==> src/rtl/hazard_stall_ctrl_pkg.sv <==
// Shared types and helpers for the ID/EX hazard and stall controller.
package hazard_stall_ctrl_pkg;

    typedef enum logic [1:0] {
        RUN      = 2'b00,
        MEM_WAIT = 2'b01,
        FAULT    = 2'b10
    } state_e;

    localparam logic [1:0] FWD_REG = 2'b00;
    localparam logic [1:0] FWD_MEM = 2'b01;
    localparam logic [1:0] FWD_WB  = 2'b10;

    function automatic logic reg_match(input logic [3:0] src,
                                       input logic [3:0] dest,
                                       input logic       wr_en);
        return wr_en & (src == dest);
    endfunction

    // MEM wins over WB because it holds the younger result for the same register.
    function automatic logic [1:0] fwd_select(input logic [3:0] src,
                                              input logic [3:0] mem_dest,
                                              input logic       mem_wb_en,
                                              input logic [3:0] wb_dest,
                                              input logic       wb_wb_en);
        logic [1:0] sel;
        if (reg_match(src, mem_dest, mem_wb_en)) begin
            sel = FWD_MEM;
        end else if (reg_match(src, wb_dest, wb_wb_en)) begin
            sel = FWD_WB;
        end else begin
            sel = FWD_REG;
        end
        return sel;
    endfunction

endpackage

==> src/rtl/hazard_stall_ctrl_fwd_unit.sv <==
// Operand source-select compare for the EXE stage; used only when FORWARDING_EN is defined.
module hazard_stall_ctrl_fwd_unit
    import hazard_stall_ctrl_pkg::*;
(
    input  logic [3:0] exe_src1,
    input  logic [3:0] exe_src2,
    input  logic [3:0] mem_dest,
    input  logic       mem_wb_en,
    input  logic [3:0] wb_dest,
    input  logic       wb_wb_en,
    output logic [1:0] sel_a_o,
    output logic [1:0] sel_b_o
);

    // Per-operand source select.
    always_comb begin
        sel_a_o = fwd_select(exe_src1, mem_dest, mem_wb_en, wb_dest, wb_wb_en);
        sel_b_o = fwd_select(exe_src2, mem_dest, mem_wb_en, wb_dest, wb_wb_en);
    end

endmodule

==> src/rtl/hazard_stall_ctrl.sv <==
// ID/EX pipeline sequencing: memory-wait freeze, branch kill, RAW stall.
// Optional operand forwarding is enabled by defining FORWARDING_EN.
module hazard_stall_ctrl
    import hazard_stall_ctrl_pkg::*;
#(
    parameter int WAIT_LIMIT = 64,
    parameter int CNT_W      = 16
) (
    input  logic             clk,
    input  logic             rst,
    input  logic [3:0]       id_src1,
    input  logic             id_src1_valid,
    input  logic [3:0]       id_src2,
    input  logic             id_two_src,
    input  logic [3:0]       exe_dest,
    input  logic             exe_wb_en,
    input  logic             exe_mem_r_en,
    input  logic [3:0]       mem_dest,
    input  logic             mem_wb_en,
    input  logic [3:0]       wb_dest,
    input  logic             wb_wb_en,
    input  logic [3:0]       exe_src1,
    input  logic [3:0]       exe_src2,
    input  logic             exe_branch_taken,
    input  logic             mem_req,
    input  logic             mem_ready,
    output logic             freeze_if,
    output logic             freeze_id,
    output logic             if_flush,
    output logic             id_flush,
    output logic             pipe_freeze,
    output logic             mem_timeout,
    output logic [CNT_W-1:0] stall_cycles,
    output logic [1:0]       fwd_sel_a,
    output logic [1:0]       fwd_sel_b
);

    localparam int WCNT_W = $clog2(WAIT_LIMIT + 1);

    state_e             state_q, state_d;
    logic [WCNT_W-1:0]  wait_cnt_q, wait_cnt_d;
    logic               timeout_q, timeout_d;
    logic [CNT_W-1:0]   stall_q, stall_d;
    logic               mem_freeze_s;
    logic               hazard_s;
    logic [1:0]         sel_a_s, sel_b_s;

`ifdef FORWARDING_EN
    // Only a load in EXE cannot be bypassed; everything else is forwarded.
    assign hazard_s = exe_mem_r_en & exe_wb_en &
                      ((id_src1_valid & (id_src1 == exe_dest)) |
                       (id_two_src    & (id_src2 == exe_dest)));

    hazard_stall_ctrl_fwd_unit u_fwd_unit (
        .exe_src1  (exe_src1),
        .exe_src2  (exe_src2),
        .mem_dest  (mem_dest),
        .mem_wb_en (mem_wb_en),
        .wb_dest   (wb_dest),
        .wb_wb_en  (wb_wb_en),
        .sel_a_o   (sel_a_s),
        .sel_b_o   (sel_b_s)
    );
`else
    logic unused_s;

    assign hazard_s =
        (id_src1_valid & (reg_match(id_src1, exe_dest, exe_wb_en) |
                          reg_match(id_src1, mem_dest, mem_wb_en))) |
        (id_two_src    & (reg_match(id_src2, exe_dest, exe_wb_en) |
                          reg_match(id_src2, mem_dest, mem_wb_en)));
    assign sel_a_s  = FWD_REG;
    assign sel_b_s  = FWD_REG;
    assign unused_s = ^{wb_dest, wb_wb_en, exe_src1, exe_src2, exe_mem_r_en};
`endif

    assign mem_freeze_s = ((state_q == RUN)      & mem_req & ~mem_ready) |
                          ((state_q == MEM_WAIT) & ~mem_ready) |
                          (state_q == FAULT);

    // Prioritised freeze/flush decode; everything is held low while in reset.
    always_comb begin
        freeze_if   = 1'b0;
        freeze_id   = 1'b0;
        if_flush    = 1'b0;
        id_flush    = 1'b0;
        pipe_freeze = 1'b0;
        fwd_sel_a   = FWD_REG;
        fwd_sel_b   = FWD_REG;
        if (rst) begin
            freeze_if = 1'b0;
        end else begin
            fwd_sel_a = sel_a_s;
            fwd_sel_b = sel_b_s;
            if (mem_freeze_s) begin
                pipe_freeze = 1'b1;
                freeze_if   = 1'b1;
                freeze_id   = 1'b1;
            end else if (exe_branch_taken) begin
                if_flush = 1'b1;
                id_flush = 1'b1;
            end else if (hazard_s) begin
                freeze_if = 1'b1;
                freeze_id = 1'b1;
                id_flush  = 1'b1;
            end else begin
                freeze_if = 1'b0;
            end
        end
    end

    // Memory-wait FSM next state and timeout detection.
    always_comb begin
        state_d    = state_q;
        wait_cnt_d = wait_cnt_q;
        timeout_d  = timeout_q;
        case (state_q)
            RUN: begin
                if (mem_req && !mem_ready) begin
                    state_d    = MEM_WAIT;
                    wait_cnt_d = WCNT_W'(1);
                end else begin
                    state_d = RUN;
                end
            end
            MEM_WAIT: begin
                if (mem_ready) begin
                    state_d    = RUN;
                    wait_cnt_d = '0;
                end else if (wait_cnt_q == WCNT_W'(WAIT_LIMIT)) begin
                    state_d   = FAULT;
                    timeout_d = 1'b1;
                end else begin
                    wait_cnt_d = wait_cnt_q + WCNT_W'(1);
                end
            end
            FAULT: begin
                state_d = FAULT;
            end
            default: begin
                state_d    = RUN;
                wait_cnt_d = '0;
            end
        endcase
    end

    // Saturating count of front-end stall cycles.
    always_comb begin
        stall_d = stall_q;
        if (freeze_if && (stall_q != {CNT_W{1'b1}})) begin
            stall_d = stall_q + CNT_W'(1);
        end else begin
            stall_d = stall_q;
        end
    end

    // State and statistics registers.
    always_ff @(posedge clk) begin
        if (rst) begin
            state_q    <= RUN;
            wait_cnt_q <= '0;
            timeout_q  <= 1'b0;
            stall_q    <= '0;
        end else begin
            state_q    <= state_d;
            wait_cnt_q <= wait_cnt_d;
            timeout_q  <= timeout_d;
            stall_q    <= stall_d;
        end
    end

    assign mem_timeout  = timeout_q;
    assign stall_cycles = stall_q;

endmodule

==> config.mk <==
export PLATFORM = sky130hd
export DESIGN_NAME = hazard_stall_ctrl
export DESIGN_NICKNAME = d
export VERILOG_FILES = /design/src/rtl/hazard_stall_ctrl_pkg.sv /design/src/rtl/hazard_stall_ctrl_fwd_unit.sv /design/src/rtl/hazard_stall_ctrl.sv
export SDC_FILE = /design/constraint.sdc
export NUM_CORES = 1
export LEC_CHECK = 0
export BUFFER_PORTS_ARGS = -buffer_cell sky130_fd_sc_hd__buf_2
export CAP_MARGIN = 20
export CORE_ASPECT_RATIO = 0.6
export CORE_MARGIN = 1
export CORE_UTILIZATION = 52
export DETAILED_ROUTE_END_ITERATION = 12
export PLACE_DENSITY = 0.87
export SLEW_MARGIN = 5
export SYNTH_ARGS = -nofsm -noshare
export SYNTH_HDL_FRONTEND = slang
export SYNTH_SLANG_ARGS = --single-unit
==> constraint.sdc <==
create_clock -name clk -period 4.3 [get_ports clk]
set_input_delay 0.215 -clock clk [delete_from_list [all_inputs] [get_ports clk]]
set_output_delay 0.215 -clock clk [all_outputs]
set_load 0.005 [all_outputs]
==> summary.md, run 1 <==
| Metric | Value |
|---|---|
| Outcome | `finished clean` |
| Area contributors post-synth | `dfxtp_1 32%, xor2_1 8.7%, a21oi_1 4.4%` |
| Core Area | `2910 um2` |
| Layout filler cell count | `259` |
| Row cnt | `15` |
| Async S/R FF share, synth | `0%` |
| Die area | `3330 um2` |
| Setup Viol. Count Final | `0` |
| Setup_tns | `0 ns` |
| Total gr overflow | `0` |
| TritonCTS clock tree | `yes` |
| PostCTS Resize Cnt | `0` |
| CTS hold repair buffers | `0` |
| Clk slew on worst S/H paths | `0.10 ns` |
| Mapped Area | `1610 um2` |
| Worst setup SP type | `register` |
| Ys Warns | `0` |
| Pwr dens | `271 nW/um2` |
| Final instance area | `1910 um2` |
| Max-cap violations | `0` |
| Final ANT Viol Nets | `0` |
| Clock Latency Late Sink | `0.28 ns` |
| PortBufs | `46` |
| Netlist cell types | `46` |
| Hold WC Path Type | `in2reg` |
| Top post-synthesis cells by count | `26 x dfxtp_1, 17 x nor2_1, 16 x xor2_1` |
| Number of enable flip-flop cells after synthesis | `0` |
| Syn_area_per_cell | `8.25 um2` |
| Worst setup EP type | `register` |
| Placed Area | `1840 um2` |
| CTS buffer count | `3` |
| Fmax | `380 MHz` |
| Register area share after synthesis | `32.4%` |
| Placed cell count | `275` |
| Initial antenna violation count | `0` |
| Post-DP HPWL | `2950 um` |
| Crit path DAT | `2.81 ns` |
| Area leader, netlist | `dfxtp_1` |
| Diode count | `0` |
| Register bit total from synthesis | `26` |
| Vias | `1585` |
| Avg Vias per Cell | `5.68` |
| Vias in the first global route | `1314` |
| Fin cells | `279` |
| Critical path peak fanout | `18` |
| Reg area | `520 um2` |
| CTS max path bufs | `2` |
| Post-layout min period | `2.63 ns` |
| Tot Pwr | `0.517 mW` |
| CTS sink cnt | `26` |
| WS Path Type | `reg2reg` |
| Post-CTS Setup Inserts | `0` |
| Routed WL | `3900 um` |
| Hold_ws | `0.312 ns` |
| Pre-antenna DRT Iters | `4` |
| Actual slew at the worst max-slew pin | `0.647 ns` |
| Area of the multi-input gates | `992 um2` |
| H-tree depth | `1` |
| Largest net degree at the start of global routing | `26` |
| RSZ-0062 raised after global routing | `no` |
| Instance count of the mapped netlist | `195` |
| Pins over their slew limit | `0` |
| Iteration-0 DRC count of the detailed router | `122` |
| WL per Instance | `14.0 um` |
| Slew HR | `56.7%` |
| Yosys top cell area share | `32.4%` |
| Die width | `73.8 um` |
| DRC violation count after routing | `0` |
| Share of layout cells above drive strength 1 | `24.5%` |
| Most numerous cell in the Yosys netlist | `dfxtp_1` |
| CTS Root Buffer Type | `clkbuf_8` |
| I/O Pins | `65` |
| Area growth, synth to finish | `18.7%` |
| Leak | `0.795 nW` |
| Synth Flop Type | `dfxtp_1` |
| First-pass GRT wire length | `6180 um` |
| Worst vdd ir | `0.150 mV` |
| Fin nets | `280` |
| Total track usage | `25.2%` |
| Starting Density | `55.3%` |
| Fin crit share | `61.2%` |
| DIE HEIGHT | `45.1 um` |
| Layout Skew | `0.00612 ns` |
| Final Hold Fails | `0` |
| Critical Path RT | `4.48 ns` |
| GP Congestion | `0.838` |
==> stage by stage <==
step,utilization [%],worst slack [ns]
finish,65.6,1.67
global route,65.6,1.51
CTS,65.6,1.73
detailed placement,63.1,1.76
global placement,63.1,1.80
floorplan,-,2.08
==> final cells by class <==
type                            instances  share of cell area (%)
Timing Repair Buffer                   46                    12.1
Sequential cell                        26                    27.3
Clock buffer                            3                    2.16
Tap cell                               42                    2.75
Inverter                               11                    2.16
Multi-Input combinational cell        150                    52.0
Clock inverter                          1                    1.57
==> power by group <==
group          leakage [nW]  total [mW]  internal, mW  switching, mW
registers             0.210       0.246         0.243        0.00326
clock network        0.0357       0.206         0.125         0.0810
logic                 0.549      0.0658        0.0277         0.0381
==> metal layers <==
layer / vias up / share of wire, % / GRT usage, %
met2: 63 / 43 / 38.9
met1: 744 / 47 / 35.1
met4: 0 / 0.46 / 6.15
met5: - / 0 / 0
met3: 5 / 9.6 / 6.92
li1: 773 / - / -
==> cells in the final DEF (no fill, tap or decap), types with 3 or more instances in the layout <==
cell,count
nor2_1,17
and3_1,3
a211oi_1,4
inv_1,11
o21ai_0,7
conb_1,4
xor2_1,16
o41ai_1,4
o31ai_1,3
clkbuf_8,3
xnor2_1,6
buf_2,46
nor3_1,5
a21oi_1,14
nand4_1,7
nand3b_1,3
ha_1,3
nand2_1,13
nand3_1,8
dfxtp_1,26
==> critical path, cell delays in order, from the launching register on <==
cell     delay [ns]
dfxtp_1        0.42
ha_1           0.25
nand4_1        0.29
nor3_1         0.46
a221o_2        0.29
a21o_1         0.45
nor2b_1        0.11
mux2_2         0.28
==> final timing paths <==
kind | from | endpoint | slack [ns] | cells past startpoint
min | mem_ready | state_q[0] | 0.31 | 4
max | stall_cycles[0] | stall_cycles[5] | 1.67 | 7
max reg2reg | stall_cycles[0] | stall_cycles[5] | 1.67 | 7
min reg2reg | mem_timeout | mem_timeout | 0.45 | 2
==> state kept, by name, summed over array words and instances, names as in the netlist <==
signal / count
state_q: 2
stall_cycles: 16
mem_timeout: 1
wait_cnt_q: 7
==> cell families (layout without fill, tap and decap cells) <==
logic type,after synthesis,after routing,share of synthesized area [%]
buf+inv,22,61,6.61
simple gates,77,77,26.6
xor+xnor,22,22,12.0
compound gates,41,41,17.9
mux,3,3,1.95
other cells,1,4,0.233
flops,26,26,32.4
fa+ha+maj,3,3,2.33
No activity file was read; power rests on OpenSTA's default activity.
==> inputs of run 2 (changes only) <==
- CORE_UTILIZATION: 52 -> 43
- PLACE_DENSITY: 0.87 -> 0.77
- clock period: 4.3 -> 2.2 ns (I/O delays scaled with it)
==> run 2 against run 1 <==
Critical path depth unchanged. Sequential cell count stayed put. Count of clock-buffer cells in the layout unchanged. Critical path type unchanged. Register-to-register slack got worse by 1.6 ns. Combinational power rose by 130%. Final cell count increased by 10%. Maximum frequency increased by 22%. Critical endpoint is now stall_cycles[15]. Highest routed layer unchanged. Largest power group unchanged.
==> summary.md, run 2 (synthesized netlist as in run 1, its figures left out) <==
| Metric | Value |
|---|---|
| Vias in the first global route | `1563` |
| Critical path peak fanout | `3` |
| Pwr dens | `481 nW/um2` |
| Routed WL | `4450 um` |
| Pins over their slew limit | `0` |
| Hold_ws | `0.105 ns` |
| First-pass GRT wire length | `7120 um` |
| Area growth, synth to finish | `33.5%` |
| Post-DP HPWL | `3300 um` |
| Core Area | `3400 um2` |
| Critical Path RT | `2.42 ns` |
| M1 GR Usage | `33.3%` |
| GRT busiest layer | `met2` |
| PortBufs | `46` |
| Clock Latency Late Sink | `0.28 ns` |
| Max-cap violations | `0` |
| Die width | `80.9 um` |
| Dpl ws | `0.0109 ns` |
| CTS Root Buffer Type | `clkbuf_8` |
| Worst setup EP type | `register` |
| Post-layout min period | `2.16 ns` |
| Final ANT Viol Nets | `0` |
| Commonest cells after routing, fill and taps aside | `46 x buf_2, 25 x buf_4, 23 x dfxtp_1` |
| Crit path DAT | `2.38 ns` |
| DIE HEIGHT | `49.4 um` |
| I/O Pins | `65` |
| CTS hold repair buffers | `0` |
| Worst setup SP type | `register` |
| Worst vdd ir | `0.318 mV` |
| WL per Instance | `14.5 um` |
| Layout Skew | `0.0111 ns` |
| Row cnt | `16` |
| Fin nets | `305` |
| Commonest non-fill, non-tap cell in the layout | `buf_2` |
| Vias | `1671` |
| Initial antenna violation count | `0` |
| Clk slew on worst S/H paths | `0.10 ns` |
| Setup Viol. Count Final | `0` |
| Total track usage | `23.5%` |
| Placed Area | `1980 um2` |
| H-tree depth | `1` |
| Total gr overflow | `0` |
| Leak | `0.926 nW` |
| Die area | `4000 um2` |
| Fin crit share | `98.3%` |
| Pre-antenna DRT Iters | `4` |
| Max reg flops | `16` |
| Largest net degree at the start of global routing | `19` |
| CTS max path bufs | `2` |
| Setup slack after layout | `0.0374 ns` |
| Fmax | `462 MHz` |
| WS Path Type | `reg2reg` |
| Final instance area | `2150 um2` |
| Avg Vias per Cell | `5.44` |
| DRC violation count after routing | `0` |
| Routing usage on met3 | `6.73%` |
| CTS buffer count | `3` |
| Iteration-0 DRC count of the detailed router | `164` |
| Outcome | `finished clean` |
| TritonCTS clock tree | `yes` |
| Diode count | `0` |
| Share of layout cells above drive strength 1 | `35.9%` |
| Starting Density | `47.2%` |
| Final Hold Fails | `0` |
| GP Congestion | `0.806` |
| Met2 Use GR | `35.6%` |
| CTS sink cnt | `26` |
| Hold WC Path Type | `in2reg` |
==> run 2: cell count changes in the layout (fill, tap and decap cells not counted), sizes merged <==
cell,before,now
buf,46,71
==> run 2: what timing repair did <==
item,4_1_cts,5_1_grt
gates resized for setup,1,12
pin swaps,0,5
buffers inserted,0,6
setup endpoints to repair,3,13
==> run 2: final timing paths <==
kind / start / endpoint / slack [ns] / cells past startpoint
worst max-delay path: stall_cycles[4] / stall_cycles[15] / 0.04 / 7
worst min-delay path: rst / state_q[1] / 0.11 / 2
worst max register to register: stall_cycles[4] / stall_cycles[15] / 0.04 / 7
worst min register to register: mem_timeout / mem_timeout / 0.47 / 2
==> run 2: per-layer routing <==
metal / vias to the layer above / routed length, um
met2: 57 / 1890
met4: 0 / 33
met1: 780 / 2230
met3: 6 / 298
met5: - / 0
li1: 828 / -
==> run 2: power breakdown <==
part	internal, mW	switching (mW)
Clock	0.244	0.160
Sequential	0.473	0.00417
Combinational	0.0670	0.0841
Total	0.784	0.248
==> run 2: through the flow <==
stage / setup TNS (ns) / util, % / cells / power, mW
CTS: 0 / 60.4 / 301 / 1.02
finish: 0 / 63.1 / 307 / 1.03
detailed placement: 0 / 58.3 / 297 / 0.627
floorplan: 0 / - / 198 / 0.572
global route: -0.0338 / 63.1 / 307 / 1.07
global placement: 0 / 58.3 / 297 / 0.624
==> run 2: cell type report <==
type                    instances  area (um2)
fillers                       299        1260
multi-input cells             150        1030
flip-flops and latches         26         527
repair buffers                 71         418
well taps                      45        56.3
clock buffers                   3        41.3
inverters                      11        41.3
clock inverters                 1        30.0
==> run 2: worst max-delay path, cell delays in order, from the launching register on <==
cell and delay [ns]:
dfxtp_2 0.34, and3_4 0.18, nand4_1 0.15, nor3_2 0.09
a221o_2 0.39, a2111oi_4 0.33, or4b_4 0.50, a21oi_2 0.12
